## config.mk

```make
export PLATFORM = sky130hd
export DESIGN_NAME = tlb_miss_arb_flat
export DESIGN_NICKNAME = d
export VERILOG_FILES = /design/src/rtl/tlb_miss_arb_pkg.sv /design/src/rtl/tlb_miss_arb_if.sv /design/src/rtl/rr_arb2.sv /design/src/rtl/tlb_miss_arb.sv /design/src/flat_wrapper.sv
export SDC_FILE = /design/constraint.sdc
export NUM_CORES = 1
export LEC_CHECK = 0
export BUFFER_PORTS_ARGS = -buffer_cell sky130_fd_sc_hd__buf_2
export CORE_AREA = 2 2 133 70
export CTS_CLUSTER_DIAMETER = 120
export DETAILED_ROUTE_END_ITERATION = 16
export DIE_AREA = 0 0 135 72
export HOLD_SLACK_MARGIN = 0.02
export PLACE_DENSITY = 0.79
export RECOVER_POWER = 25
export SYNTH_ARGS = -nofsm -noshare
export SYNTH_HDL_FRONTEND = slang
export SYNTH_SLANG_ARGS = --single-unit
```

## constraint.sdc

```tcl
create_clock -name clk -period 2.2 [get_ports clk]
set_input_delay 0 -clock clk [delete_from_list [all_inputs] [get_ports clk]]
set_output_delay 0 -clock clk [all_outputs]
set_load 0.01 [all_outputs]
```

## src/rtl/tlb_miss_arb_pkg.sv

```systemverilog
// Shared types for the I/D TLB miss arbiter: micro-TLB entry, FSM state, walk-fault rule.
// Optional statistics counters are enabled by defining TLB_ARB_STATS_EN.
package tlb_miss_arb_pkg;

    localparam int M_WIDTH             = 32;
    localparam int LG_PG_SZ            = 12;
    localparam int PPN_W               = M_WIDTH - LG_PG_SZ;
    localparam int TLB_ARB_STALL_LIMIT = 1024;

    typedef struct packed {
        logic             valid;
        logic             r;
        logic             w;
        logic             x;
        logic [PPN_W-1:0] paddr;
    } utlb_entry_t;

    typedef enum logic [1:0] {
        IDLE,
        WALK,
        RESP
    } tlb_arb_state_t;

    // I-side needs execute permission; D-side needs read, plus write for stores.
    function automatic logic walk_fault(logic dside, logic store, logic ptw_fault,
                                        utlb_entry_t e);
        if (dside) return ptw_fault | ~e.r | (store & ~e.w);
        return ptw_fault | ~e.x;
    endfunction

    function automatic logic [31:0] sat_inc32(logic [31:0] v);
        return (v == 32'hFFFF_FFFF) ? v : v + 32'd1;
    endfunction

endpackage

```

## src/rtl/tlb_miss_arb_if.sv

```systemverilog
// Miss-side and walker-side signals of the TLB miss arbiter; master is the arbiter,
// slave is the micro-TLB miss logic plus page-table walker.
interface tlb_miss_arb_if
    import tlb_miss_arb_pkg::*;
#(
    parameter int VPN_W = M_WIDTH - LG_PG_SZ
) ();

    logic             iside_req;
    logic [VPN_W-1:0] iside_vpn;
    logic             dside_req;
    logic [VPN_W-1:0] dside_vpn;
    logic             dside_store;
    logic             flush;

    logic             ptw_req;
    logic [VPN_W-1:0] ptw_vpn;
    logic             ptw_ack;
    utlb_entry_t      ptw_entry;
    logic             ptw_fault;

    logic             iside_rsp_valid;
    logic             dside_rsp_valid;
    utlb_entry_t      tlb_rsp;
    logic             iside_fault;
    logic             dside_fault;
    logic             busy;
    logic             walk_timeout;

    modport master (
        input  iside_req, iside_vpn, dside_req, dside_vpn, dside_store, flush,
        input  ptw_ack, ptw_entry, ptw_fault,
        output ptw_req, ptw_vpn,
        output iside_rsp_valid, dside_rsp_valid, tlb_rsp, iside_fault, dside_fault,
        output busy, walk_timeout
    );

    modport slave (
        output iside_req, iside_vpn, dside_req, dside_vpn, dside_store, flush,
        output ptw_ack, ptw_entry, ptw_fault,
        input  ptw_req, ptw_vpn,
        input  iside_rsp_valid, dside_rsp_valid, tlb_rsp, iside_fault, dside_fault,
        input  busy, walk_timeout
    );

endinterface

```

## src/rtl/rr_arb2.sv

```systemverilog
// Two-way round-robin grant: bit 0 is the I-side, bit 1 the D-side.
// Purely combinational so it can be reused by other two-port arbiters.
module rr_arb2 (
    input  logic [1:0] pend_i,
    input  logic       last_dside_i,
    output logic       gnt_valid_o,
    output logic       gnt_dside_o
);

    always_comb begin
        // NOTE: every always_comb output gets a default first so no path can infer a latch.
        gnt_valid_o = |pend_i;
        gnt_dside_o = 1'b0;
        case (pend_i)
            2'b10:   gnt_dside_o = 1'b1;
            2'b11:   gnt_dside_o = ~last_dside_i;
            default: gnt_dside_o = 1'b0;
        endcase
    end

endmodule

```

## src/rtl/tlb_miss_arb.sv

```systemverilog
// Shares one page-table-walker port between I-side and D-side micro-TLB misses.
// Defining TLB_ARB_STATS_EN adds saturating walk statistics output ports.
module tlb_miss_arb
    import tlb_miss_arb_pkg::*;
#(
    parameter int VPN_W       = M_WIDTH - LG_PG_SZ,
    parameter int STALL_LIMIT = TLB_ARB_STALL_LIMIT
) (
    input  logic           clk,
    input  logic           reset_n,
    tlb_miss_arb_if.master bus
`ifdef TLB_ARB_STATS_EN
    ,
    output logic [31:0]    iside_walks,
    output logic [31:0]    dside_walks,
    output logic [31:0]    walk_cycles,
    output logic [31:0]    squashed_walks
`endif
);

    localparam int                CNT_W   = $clog2(STALL_LIMIT + 1);
    localparam logic [CNT_W-1:0]  CNT_MAX = CNT_W'(STALL_LIMIT);

    tlb_arb_state_t   state_q;
    logic             pend_i_q, pend_d_q;
    logic [VPN_W-1:0] vpn_i_q, vpn_d_q;
    logic             store_q;
    logic             last_dside_q;
    logic             gnt_dside_q, gnt_store_q;
    logic             squash_q;
    logic [CNT_W-1:0] cnt_q;
    logic             ptw_req_q;
    logic [VPN_W-1:0] ptw_vpn_q;
    logic             rsp_i_q, rsp_d_q;
    utlb_entry_t      tlb_rsp_q;
    logic             fault_i_q, fault_d_q;
    logic             busy_q, busy_d;
    logic             timeout_q;

    logic             pend_i_cur, pend_d_cur;
    logic [VPN_W-1:0] vpn_i_cur, vpn_d_cur;
    logic             store_cur;
    logic             gnt_valid, gnt_dside, grant_fire;
    logic             squash_cur, fault_cur;
    utlb_entry_t      entry_cur;

    rr_arb2 u_rr_arb2 (
        .pend_i      ({pend_d_cur, pend_i_cur}),
        .last_dside_i(last_dside_q),
        .gnt_valid_o (gnt_valid),
        .gnt_dside_o (gnt_dside)
    );

    // Same-cycle requests take part in the grant, so the walk starts the next cycle.
    always_comb begin
        pend_i_cur = pend_i_q | bus.iside_req;
        pend_d_cur = pend_d_q | bus.dside_req;
        vpn_i_cur  = bus.iside_req ? bus.iside_vpn : vpn_i_q;
        vpn_d_cur  = bus.dside_req ? bus.dside_vpn : vpn_d_q;
        store_cur  = bus.dside_req ? bus.dside_store : store_q;
        grant_fire = (state_q == IDLE) & ~bus.flush & gnt_valid;
        squash_cur = squash_q | bus.flush;
        fault_cur  = walk_fault(gnt_dside_q, gnt_store_q, bus.ptw_fault, bus.ptw_entry);
        entry_cur  = bus.ptw_entry;
        if (fault_cur) entry_cur.valid = 1'b0;
        busy_d     = (state_q == WALK) | (~bus.flush & (pend_i_cur | pend_d_cur));
    end

    always_ff @(posedge clk) begin
        if (!reset_n) begin
            state_q      <= IDLE;
            pend_i_q     <= 1'b0;
            pend_d_q     <= 1'b0;
            vpn_i_q      <= '0;
            vpn_d_q      <= '0;
            store_q      <= 1'b0;
            last_dside_q <= 1'b1;
            gnt_dside_q  <= 1'b0;
            gnt_store_q  <= 1'b0;
            squash_q     <= 1'b0;
            cnt_q        <= '0;
            ptw_req_q    <= 1'b0;
            ptw_vpn_q    <= '0;
            rsp_i_q      <= 1'b0;
            rsp_d_q      <= 1'b0;
            tlb_rsp_q    <= '0;
            fault_i_q    <= 1'b0;
            fault_d_q    <= 1'b0;
            busy_q       <= 1'b0;
            timeout_q    <= 1'b0;
        end else begin
            // NOTE: sequential state uses non-blocking assignments so later lines see old values.
            rsp_i_q   <= 1'b0;
            rsp_d_q   <= 1'b0;
            fault_i_q <= 1'b0;
            fault_d_q <= 1'b0;
            busy_q    <= busy_d;
            pend_i_q  <= pend_i_cur & ~bus.flush;
            pend_d_q  <= pend_d_cur & ~bus.flush;
            if (bus.iside_req) vpn_i_q <= bus.iside_vpn;
            if (bus.dside_req) begin
                vpn_d_q <= bus.dside_vpn;
                store_q <= bus.dside_store;
            end

            case (state_q)
                IDLE: begin
                    if (grant_fire) begin
                        state_q     <= WALK;
                        ptw_req_q   <= 1'b1;
                        ptw_vpn_q   <= gnt_dside ? vpn_d_cur : vpn_i_cur;
                        gnt_dside_q <= gnt_dside;
                        gnt_store_q <= store_cur;
                        cnt_q       <= '0;
                        if (gnt_dside) pend_d_q <= 1'b0;
                        else           pend_i_q <= 1'b0;
                        if (pend_i_cur && pend_d_cur) last_dside_q <= gnt_dside;
                    end
                end
                WALK: begin
                    if (bus.flush) squash_q <= 1'b1;
                    if (bus.ptw_ack) begin
                        state_q   <= RESP;
                        ptw_req_q <= 1'b0;
                        rsp_i_q   <= ~gnt_dside_q & ~squash_cur;
                        rsp_d_q   <= gnt_dside_q & ~squash_cur;
                        fault_i_q <= ~gnt_dside_q & fault_cur;
                        fault_d_q <= gnt_dside_q & fault_cur;
                        tlb_rsp_q <= entry_cur;
                    end else if (cnt_q != CNT_MAX) begin
                        cnt_q <= cnt_q + 1'b1;
                        if (cnt_q == CNT_MAX - 1'b1) timeout_q <= 1'b1;
                    end
                end
                RESP: begin
                    squash_q <= 1'b0;
                    state_q  <= IDLE;
                end
                default: state_q <= IDLE;
            endcase
        end
    end

    assign bus.ptw_req         = ptw_req_q;
    assign bus.ptw_vpn         = ptw_vpn_q;
    assign bus.iside_rsp_valid = rsp_i_q;
    assign bus.dside_rsp_valid = rsp_d_q;
    assign bus.tlb_rsp         = tlb_rsp_q;
    assign bus.iside_fault     = fault_i_q;
    assign bus.dside_fault     = fault_d_q;
    assign bus.busy            = busy_q;
    assign bus.walk_timeout    = timeout_q;

`ifdef TLB_ARB_STATS_EN
    logic [31:0] iside_walks_q, dside_walks_q, walk_cycles_q, squashed_walks_q;

    always_ff @(posedge clk) begin
        if (!reset_n) begin
            iside_walks_q    <= '0;
            dside_walks_q    <= '0;
            walk_cycles_q    <= '0;
            squashed_walks_q <= '0;
        end else begin
            if (grant_fire && !gnt_dside) iside_walks_q <= sat_inc32(iside_walks_q);
            if (grant_fire && gnt_dside)  dside_walks_q <= sat_inc32(dside_walks_q);
            if (state_q == WALK)          walk_cycles_q <= sat_inc32(walk_cycles_q);
            if (state_q == WALK && bus.ptw_ack && squash_cur)
                squashed_walks_q <= sat_inc32(squashed_walks_q);
        end
    end

    assign iside_walks    = iside_walks_q;
    assign dside_walks    = dside_walks_q;
    assign walk_cycles    = walk_cycles_q;
    assign squashed_walks = squashed_walks_q;
`endif

endmodule
```

## src/flat_wrapper.sv

```systemverilog
// flat-port wrapper written by rule: the top's interface ports become plain ports
module tlb_miss_arb_flat import tlb_miss_arb_pkg::*;
#(
    parameter int VPN_W       = M_WIDTH - LG_PG_SZ,
    parameter int STALL_LIMIT = TLB_ARB_STALL_LIMIT
)
  (clk, reset_n, bus_iside_req, bus_iside_vpn, bus_dside_req, bus_dside_vpn, bus_dside_store, bus_flush, bus_ptw_ack, bus_ptw_entry, bus_ptw_fault, bus_ptw_req, bus_ptw_vpn, bus_iside_rsp_valid, bus_dside_rsp_valid, bus_tlb_rsp, bus_iside_fault, bus_dside_fault, bus_busy, bus_walk_timeout);
  tlb_miss_arb_if #(.VPN_W(VPN_W)) bus_i ();
  input  logic clk;
  input  logic reset_n;
  input wire logic [$bits(bus_i.iside_req)-1:0] bus_iside_req;
  input wire logic [$bits(bus_i.iside_vpn)-1:0] bus_iside_vpn;
  input wire logic [$bits(bus_i.dside_req)-1:0] bus_dside_req;
  input wire logic [$bits(bus_i.dside_vpn)-1:0] bus_dside_vpn;
  input wire logic [$bits(bus_i.dside_store)-1:0] bus_dside_store;
  input wire logic [$bits(bus_i.flush)-1:0] bus_flush;
  input wire logic [$bits(bus_i.ptw_ack)-1:0] bus_ptw_ack;
  input wire logic [$bits(bus_i.ptw_entry)-1:0] bus_ptw_entry;
  input wire logic [$bits(bus_i.ptw_fault)-1:0] bus_ptw_fault;
  output wire logic [$bits(bus_i.ptw_req)-1:0] bus_ptw_req;
  output wire logic [$bits(bus_i.ptw_vpn)-1:0] bus_ptw_vpn;
  output wire logic [$bits(bus_i.iside_rsp_valid)-1:0] bus_iside_rsp_valid;
  output wire logic [$bits(bus_i.dside_rsp_valid)-1:0] bus_dside_rsp_valid;
  output wire logic [$bits(bus_i.tlb_rsp)-1:0] bus_tlb_rsp;
  output wire logic [$bits(bus_i.iside_fault)-1:0] bus_iside_fault;
  output wire logic [$bits(bus_i.dside_fault)-1:0] bus_dside_fault;
  output wire logic [$bits(bus_i.busy)-1:0] bus_busy;
  output wire logic [$bits(bus_i.walk_timeout)-1:0] bus_walk_timeout;
  assign bus_i.iside_req = bus_iside_req;
  assign bus_i.iside_vpn = bus_iside_vpn;
  assign bus_i.dside_req = bus_dside_req;
  assign bus_i.dside_vpn = bus_dside_vpn;
  assign bus_i.dside_store = bus_dside_store;
  assign bus_i.flush = bus_flush;
  assign bus_i.ptw_ack = bus_ptw_ack;
  assign bus_i.ptw_entry = bus_ptw_entry;
  assign bus_i.ptw_fault = bus_ptw_fault;
  assign bus_ptw_req = bus_i.ptw_req;
  assign bus_ptw_vpn = bus_i.ptw_vpn;
  assign bus_iside_rsp_valid = bus_i.iside_rsp_valid;
  assign bus_dside_rsp_valid = bus_i.dside_rsp_valid;
  assign bus_tlb_rsp = bus_i.tlb_rsp;
  assign bus_iside_fault = bus_i.iside_fault;
  assign bus_dside_fault = bus_i.dside_fault;
  assign bus_busy = bus_i.busy;
  assign bus_walk_timeout = bus_i.walk_timeout;
  tlb_miss_arb #(.VPN_W(VPN_W), .STALL_LIMIT(STALL_LIMIT)) u_core (.clk(clk), .reset_n(reset_n), .bus(bus_i));
endmodule
```

==> reports/qor.csv <==
stage,metric,value,unit
pwr,leakagePower,2.73,nW
pwr,ir_worst_vdd,0.000468,V
sta,setup_viol,0,
logic_synthesis,synth_area_leaders,"dfxtp_1, mux2i_1, nand2_1",
routing,drc_errors,0,
worst_setup_path,cp_top_family,compound AO/OA/AOI/OAI gates,
sta,min_period,1.91,ns
clocking,clk_path_buf_depth,2,
sta,fin_hold_ws,0.0754,ns
global_route,gr-usage-all-layers,23.9,%
logic_synthesis,yosysWarnings,0,
routing,wirelength,11.4,mm
sta,drv_slew,52,
logic_synthesis,syn_area,0.00434,sq mm
floorplanning,die_h,72,um
cells_and_area,layout-drive-gt1-share,23.3,%
clocking,clk_pin_slew_worst_paths,0.07,ns
job,maxCapViolCount,1,
global_route,grt_overflow_total,0,
floorplanning,initial_core_util,50.9,%
floorplanning,ioPinCount,123,
pwr,power.density_cell_area,751,mW/mm^2
routing,wl_per_cell,14.6,um
sta,setup-tns-final,0,ns
clocking,numCtsBuffers,9,
logic_synthesis,netlist_instances,479,
clocking,ctsResizeCount,0,
sta,finClkSkew,0.00589,ns
sta,finalHoldViolCount,0,
floorplanning,fp-row-count,24,
clocking,cts.sink_count,111,
worst_setup_path,path_class,register to register,
worst_setup_path,arrival,2.18,ns
sta,fmax,524,MHz
clocking,holdBufCountCts,67,
logic_synthesis,synth_top_cell_area_share,51.2,%
worst_setup_path,path_buf_inv,1,
hold_path,hold_path_depth,4,
worst_setup_path,start_kind,register,
placement,dp_hpwl,6.81,mm
worst_setup_path,max_stage_delay,0.44,ns
cells_and_area,fin_nets,734,
hold_path,hold_path.class,primary input to register,
routing,drtIter0Drc,202,
worst_setup_path,r2r_cells,5,
logic_synthesis,postSynthAreaPerCell,9.06,sq um
worst_setup_path,end_kind,register,
logic_synthesis,synth_edf_count,0,
floorplanning,coreArea,0.00853,sq mm
sta,rsz0062_at_grt,false,
run_status,status,finished with violations,
logic_synthesis,ys.flop_type,dfxtp_1,
floorplanning,die_area,0.00972,sq mm
logic_synthesis,syn-num-nets,553,
run_status,violations,"max-capacitance violations, max-slew violations",
sta,timing.final.crit_share,86.7,%
logic_synthesis,seq_area_frac_synth,51.2,%
logic_synthesis,synth-seq-cells,111,
worst_setup_path,crit_path_cell_trace,or3b_4 -> a41o_1 -> buf_4 -> a2111o_1 -> o21ai_0,
global_route,grt_pass1_wl,18.3,mm
worst_setup_path,worstPathRequired,2.48,ns
logic_synthesis,synth_area_leader_cell,dfxtp_1,
routing,vias_per_cell,5.23,
clocking,clk_latency,0.35,ns
logic_synthesis,synthArstFlopShare,0,%
placement,gp_congestion,0.812,
sta,tightest_slew,1.59,ns
global_route,grt_max_degree,52,
logic_synthesis,synthDistinctLibCells,43,
clocking,htreeDepth,3,
worst_setup_path,cp_max_fo,15,
sta,max_slew_margin,-5.80,%
global_route,first_global_vias,3974,
clocking,cts_root_buf,clkbuf_16,
worst_setup_path,path_depth,5,
floorplanning,die_width,135,um
placement,port_buffers,122,
clocking,tritoncts,yes,
clocking,post_cts_buffers,0,
cells_and_area,syn_to_final_growth,39.5,%
global_route,antenna_found_initial,1,
worst_setup_path,critical-path-slowest-cell,or3b_4,
routing,firstDrtPassIters,4,
routing,detail-route-antenna-nets,0,
routing,num_vias,4093,
[cell usage after synthesis (2+ instances only)]
master,n
dfxtp_1,111
nand2_1,63
mux2i_1,56
nor2_1,54
a21oi_1,42
nand3_1,33
o21ai_0,26
clkbuf_1,15
buf_2,13
a2111o_1,6
and3_1,4
buf_1,4
inv_1,4
nand2b_1,4
nor4_1,4
nand4_1,3
nor2b_1,3
o2111ai_1,3
o21a_1,3
a211o_1,2
and2_1,2
ha_1,2
nor3_1,2
[layer usage]
| metal | global-route usage (%) | share of wire (%) |
|---|---|---|
| met2 | 42.8 | 48 |
| met1 | 27.3 | 44 |
| met4 | 8.91 | 1.7 |
| met3 | 7.34 | 6.7 |
| met5 | 0 | 0 |
[per-stage QoR]
stage	power [mW]	utilization [%]	worst slack [ns]	std cells	cell area [sq um]
after global placement	2.68	59.3	0.374	699	5050
after floorplan	2.50	-	0.539	479	4340
after global routing	4.70	71.0	0.208	783	6050
after CTS	4.55	71.0	0.301	782	6060
after detailed placement	2.69	59.3	0.325	699	5050
final	4.54	71.0	0.292	783	6050
[flip-flops by register name, summed over array words and instances (netlist names), 2 cells and up]
| name | count |
|---|---|
| u_core.vpn_i_q | 20 |
| u_core.cnt_q | 11 |
| u_core.bus.ptw_vpn | 20 |
| u_core.bus.tlb_rsp | 24 |
| u_core.state_q | 2 |
| u_core.vpn_d_q | 20 |
[final timing paths]
kind / slack (ns) / startpoint / to
hold reg to reg: 0.45 / u_core.bus.tlb_rsp[13]$_SDFFE_PN0P_ / u_core.bus.tlb_rsp[13]$_SDFFE_PN0P_
setup reg to reg: 0.29 / u_core.state_q[0]$_SDFFE_PN0P_ / u_core.cnt_q[5]$_SDFFE_PN0P_
setup / recovery: 0.29 / u_core.state_q[0]$_SDFFE_PN0P_ / u_core.cnt_q[5]$_SDFFE_PN0P_
hold / removal: 0.08 / bus_ptw_fault / u_core.bus.iside_fault$_SDFF_PN0_
[layout by cell type (no fill, tap or decap), drive strengths merged, types with 2 or more instances in the layout]
cell         count
buf            134
dfxtp          111
dlygate4sd3     67
nand2           64
mux2i           56
nor2            54
a21oi           42
nand3           33
o21ai           27
clkbuf          13
a2111o           6
inv              6
nor4             5
nand2b           4
and3             4
nor2b            3
nand4            3
o2111ai          3
o21a             3
clkinv           3
and2             2
nor3             2
a211o            2
ha               2
bufinv           2
[cell families after synthesis]
| group | after synthesis | share of synthesized area [%] |
|---|---|---|
| simple gates | 181 | 18.8 |
| compound gates | 90 | 12.5 |
| fa+ha+maj | 2 | 0.577 |
| buf+inv | 39 | 4.01 |
| mux | 56 | 12.9 |
| flops | 111 | 51.2 |
[worst reg2reg max path: stages (launching register included)]
cell and delay, ns:
dfxtp_1 0.43, or3b_4 0.44, a41o_1 0.30, buf_4 0.21, a2111o_1 0.40, o21ai_0 0.06
[power breakdown]
group	internal, mW	switching [mW]
Combinational	0.288	0.312
Clock	1.04	0.755
Sequential	2.11	0.0455
Total	3.43	1.11
[layout make-up]
class                   count  area [sq um]
fillers                   629          2470
flip-flops and latches    111          2220
multi-input cells         329          1940
repair buffers            204          1390
clock buffers              10           239
well taps                 117           146
clock inverters             6          91.3
inverters                   5          18.8
diodes                      1          2.50
No activity file was read; power rests on OpenSTA's default activity.
